==> src/rtl/sfifo_prog.sv <==
// Synchronous FIFO with programmable almost-full/almost-empty thresholds,
// sticky overflow/underflow flags and selectable registered or
// first-word-fall-through read data.
module sfifo_prog #(
  parameter int unsigned DATA_WIDTH = 8,
  parameter int unsigned ADDR_WIDTH = 4,
  parameter bit          FWFT       = 1'b0
) (
  input  logic                  i_clk,
  input  logic                  i_reset_n,
  input  logic [DATA_WIDTH-1:0] i_wdata,
  input  logic                  i_winc,
  input  logic                  i_rinc,
  input  logic [ADDR_WIDTH:0]   i_afull_thresh,
  input  logic [ADDR_WIDTH:0]   i_aempty_thresh,
  input  logic                  i_clr_err,
  output logic [DATA_WIDTH-1:0] o_rdata,
  output logic                  o_wfull,
  output logic                  o_wfull_almost,
  output logic                  o_rempty,
  output logic                  o_rempty_almost,
  output logic [ADDR_WIDTH:0]   o_level,
  output logic                  o_overflow,
  output logic                  o_underflow
);

  localparam int unsigned DEPTH = 1 << ADDR_WIDTH;
  localparam int unsigned LVL_W = ADDR_WIDTH + 1;

  logic [DATA_WIDTH-1:0] mem [DEPTH];
  logic [ADDR_WIDTH-1:0] wr_ptr;
  logic [ADDR_WIDTH-1:0] rd_ptr;
  logic                  wacc;
  logic                  racc;

  // Status decodes straight from the occupancy counter; an out-of-range
  // almost-full threshold can never be reached, so no special case is needed.
  assign o_wfull         = (o_level == LVL_W'(DEPTH));
  assign o_rempty        = (o_level == '0);
  assign o_wfull_almost  = (o_level >= i_afull_thresh);
  assign o_rempty_almost = (o_level <= i_aempty_thresh);

  // Requests are qualified against the pre-edge flags only.
  assign wacc = i_winc & ~o_wfull;
  assign racc = i_rinc & ~o_rempty;

  // Storage array: deliberately not reset.
  always_ff @(posedge i_clk) begin
    if (wacc) begin
      mem[wr_ptr] <= i_wdata;
    end
  end

  // Pointers wrap naturally at DEPTH.
  always_ff @(posedge i_clk or negedge i_reset_n) begin
    if (!i_reset_n) begin
      wr_ptr <= '0;
      rd_ptr <= '0;
    end else begin
      if (wacc) wr_ptr <= wr_ptr + ADDR_WIDTH'(1);
      if (racc) rd_ptr <= rd_ptr + ADDR_WIDTH'(1);
    end
  end

  // Occupancy counter; a simultaneous accepted write and read cancel out.
  always_ff @(posedge i_clk or negedge i_reset_n) begin
    if (!i_reset_n) begin
      o_level <= '0;
    end else if (wacc && !racc) begin
      o_level <= o_level + LVL_W'(1);
    end else if (racc && !wacc) begin
      o_level <= o_level - LVL_W'(1);
    end
  end

  // Sticky error flags; a new error wins over a same-cycle clear.
  always_ff @(posedge i_clk or negedge i_reset_n) begin
    if (!i_reset_n) begin
      o_overflow  <= 1'b0;
      o_underflow <= 1'b0;
    end else begin
      o_overflow  <= (o_overflow  & ~i_clr_err) | (i_winc & o_wfull);
      o_underflow <= (o_underflow & ~i_clr_err) | (i_rinc & o_rempty);
    end
  end

  generate
    if (FWFT) begin : g_fwft
      // Head entry is presented combinationally.
      assign o_rdata = mem[rd_ptr];
    end else begin : g_reg
      // Head entry is captured on an accepted read and held otherwise.
      always_ff @(posedge i_clk or negedge i_reset_n) begin
        if (!i_reset_n) begin
          o_rdata <= '0;
        end else if (racc) begin
          o_rdata <= mem[rd_ptr];
        end
      end
    end
  endgenerate

endmodule

==> config.mk <==
export PLATFORM = sky130hd
export DESIGN_NAME = sfifo_prog
export DESIGN_NICKNAME = d
export VERILOG_FILES = /design/src/rtl/sfifo_prog.sv
export SDC_FILE = /design/constraint.sdc
export NUM_CORES = 1
export LEC_CHECK = 0
export BUFFER_PORTS_ARGS = -buffer_cell sky130_fd_sc_hd__buf_2
export CAP_MARGIN = 5
export CORE_ASPECT_RATIO = 1.4
export CORE_MARGIN = 3
export CORE_UTILIZATION = 60
export CTS_BUF_LIST = sky130_fd_sc_hd__clkbuf_8
export CTS_CLUSTER_SIZE = 24
export DETAILED_ROUTE_END_ITERATION = 8
export HOLD_SLACK_MARGIN = 0.15
export PLACE_DENSITY_LB_ADDON = 0.12
export SYNTH_ARGS = -nofsm -noshare
export SYNTH_HDL_FRONTEND = slang
export SYNTH_SLANG_ARGS = --single-unit
==> constraint.sdc <==
create_clock -name i_clk -period 2.8 [get_ports i_clk]
set_input_delay 0.28 -clock i_clk [delete_from_list [all_inputs] [get_ports i_clk]]
set_output_delay 0.28 -clock i_clk [all_outputs]
set_load 0.03 [all_outputs]
==> results.sh <==
export IMPL_status="complete, no violations"
export IMPL_antenna_found_initial=0
export IMPL_drv_slew=0
export IMPL_diodes=0
export IMPL_post_route_util=0.716
export IMPL_final_hold_violation_count=0
export IMPL_clockRootBuffer="clkbuf_8"
export IMPL_critPathArrivalTime_ns=2.93
export IMPL_netlist_area_um2=6340
export IMPL_clock_sinks=151
export IMPL_clockBufferDepth=2
export IMPL_path_class="reg2reg"
export IMPL_grt_max_degree=34
export IMPL_die_w_um=92.9
export IMPL_synth_main_ff_cell="edfxtp_1"
export IMPL_synth_async_reset_ratio=0.152
export IMPL_numCtsBuffers=17
export IMPL_fp_dieH_um=128
export IMPL_htreeDepth=4
export IMPL_fmaxAchievable_mhz=388
export IMPL_wl_mm=11.6
export IMPL_drive_gt1_frac=0.261
export IMPL_grt_setup_unrepaired="false"
export IMPL_drt_iter0_drc=224
export IMPL_fin_cells=564
export IMPL_grt_total_usage=0.218
export IMPL_synth_top_area_frac=0.606
export IMPL_synth_nets=387
export IMPL_area_growth_pct=14.2
export IMPL_period_share=0.921
export IMPL_numPortBuffers=41
export IMPL_synth_cells=344
export IMPL_cts_setup_buffers=0
export IMPL_ys_top_cells_by_area="edfxtp_1 (61%), dfrtp_1 (9.1%), mux4_1 (8.7%)"
export IMPL_seq_area_frac_synth=0.697
export IMPL_grt_pass1_vias=3446
export IMPL_worstSetupStartpointType="flop"
export IMPL_maxCapViolCount=0
export IMPL_dp_hpwl_mm=8.06
export IMPL_synth_seq_cells=151
export IMPL_synth_largest_area_cell="edfxtp_1"
export IMPL_cts_tree="done"
export IMPL_end_kind="flop"
export IMPL_clk_pin_slew_worst_paths_ns=0.08
export IMPL_cp_required_ns=3.15
export IMPL_fp_row_count=43
export IMPL_path_max_fanout=6
export IMPL_yosys_warnings=0
export IMPL_post_route_min_period_ns=2.58
export IMPL_setup_viol=0
export IMPL_start_util=0.627
export IMPL_clk_latency_ns=0.43
export IMPL_p_leak_nw=2.75
export IMPL_ant_nets=0
export IMPL_avgSynthCellArea_um2=18.4
export IMPL_routed_via_density=5.84
export IMPL_first_pass_iters=4
export IMPL_place_inst=528
export IMPL_tns_ns=0
export IMPL_worstMarginPinSlew_ns=0.577
export IMPL_min_path_type="in2reg"
export IMPL_finalWeightedCongestion=0.762
export IMPL_vdd_drop_max_mv=0.703
export IMPL_synth_edff_count=128
export IMPL_drc=0
export IMPL_wl_per_cell_um=20.6
export IMPL_core_area_um2=10100
export IMPL_grt_pass1_wl_mm=18.6
export IMPL_overflow=0
export IMPL_io_pins=42
export IMPL_final_nets=459
export IMPL_synth_cell_type_count=33
export IMPL_vias=3292
export IMPL_skew_ns=0.00877
export IMPL_die_area_um2=11900
export IMPL_max_slew_margin=0.615
export IMPL_power_density_nw_per_um2=976
report_power, final:
group	total, W	switching, W	leakage [nW]	internal (W)
combinational	0.00243	0.00135	1.13	0.00108
sequential	0.00305	0.000252	1.44	0.00279
clock	0.00160	0.000799	0.188	0.000796
registers in the layout, summed over array words and instances, names as in the netlist:
name	count
o_rdata	8
wr_ptr	4
o_level	5
mem	128
rd_ptr	4
o_overflow	1
o_underflow	1
placed cells by master, fill, tap and decap left out, types with 5 or more instances in the layout:
master      synthesis  routed
nor2_1             16      16
buf_4               2      23
clkinvlp_4          0       5
buf_2               4      41
xnor2_1             8       8
edfxtp_1          128     128
inv_1              17      18
mux2i_1            17      17
dfrtp_1            23      22
clkbuf_8            0      17
ha_1               19      19
nand2_1            22      22
mux4_2             11      11
o21ai_0             5       5
mux4_1             21      21
o221ai_1            8       8
logic make-up (layout without fill, tap and decap cells):
family	Yosys count	in the layout	share of synthesized area
DFF	151	151	0.697
and+or+nand+nor	56	56	0.0401
muxes	49	49	0.153
buffers and inverters	33	118	0.0276
AOI/OAI and AO/OA	25	25	0.0278
adders and majority gates	20	20	0.0407
xor gates and xnor gates	10	10	0.0138
cell type report:
| type | count | area [um^2] |
|---|---|---|
| multi-input combinational | 160 | 1760 |
| fill | 660 | 2870 |
| tap | 135 | 169 |
| timing repair buffer | 69 | 438 |
| clock buffer | 17 | 234 |
| sequential | 151 | 4420 |
| inverter | 17 | 63.8 |
| clock inverter | 15 | 155 |
cell usage after synthesis, types with 2 or more instances:
cell type  number
o221ai_1        8
buf_6           5
edfxtp_1      128
xor2_1          2
ha_1           19
a21o_1          2
clkbuf_1        2
nor3_1          4
nand2b_1        4
dfrtp_1        23
nand4_1         3
mux4_2         11
nand2_1        22
buf_2           4
o21a_1          3
buf_4           2
a22o_1          2
a21oi_1         4
nor2b_1         3
inv_1          17
xnor2_1         8
mux4_1         21
mux2i_1        17
o21ai_0         5
nor2_1         16
buf_1           2
critical path, cell delays in order, from the launching register on:
cell     delay [ns]
dfrtp_1        0.45
nor4_4         0.30
and2b_2        0.22
nor2b_2        0.07
inv_1          0.08
ha_1           0.22
inv_1          0.12
ha_1           0.34
a21o_1         0.17
a21oi_1        0.18
mux2i_1        0.24
xnor2_1        0.13
per-stage QoR:
| stage | worst slack (ns) | hold WS, ns | power, W | area [um^2] |
|---|---|---|---|---|
| 6_report | 0.221 | 0.197 | 0.00707 | 7240 |
| 3_3_place_gp | 0.248 | 0.311 | 0.00545 | 6800 |
| 3_5_place_dp | 0.0950 | 0.302 | 0.00551 | 6800 |
| 5_1_grt | 0.0156 | 0.178 | 0.00746 | 7240 |
| 4_1_cts | 0.0832 | 0.161 | 0.00712 | 7230 |
| 2_1_floorplan | 0.00842 | -0.0156 | 0.00481 | 6340 |
timing repair:
action | 4_1_cts | 5_1_grt
setup endpoints to repair | 0 | 1
hold buffers | 4 | 0
endpoints found under the hold margin | 25 | 0
resized for setup | 0 | 2
worst paths after layout:
path                       slack, ns  cells past startpoint         end  startpoint
min in group asynchronous       0.38                      2   rd_ptr[1]   i_reset_n
min                             0.20                      3  o_overflow   i_clr_err
max in group asynchronous       2.01                      2   rd_ptr[0]   i_reset_n
max reg2reg                     0.22                     11  o_level[4]  o_level[0]
min reg2reg                     0.50                      2  o_rdata[7]  o_rdata[7]
max                             0.22                     11  o_level[4]  o_level[0]
metal layers:
layer | vias up | GRT usage | routed length (um)
met2 | 98 | 0.379 | 6340
met4 | 0 | 0.0889 | 237
met5 | - | 0 | 0
met3 | 24 | 0.0542 | 508
met1 | 1668 | 0.259 | 4510
li1 | 1502 | - | -
Note: power is estimated with default switching activity, not from simulation.
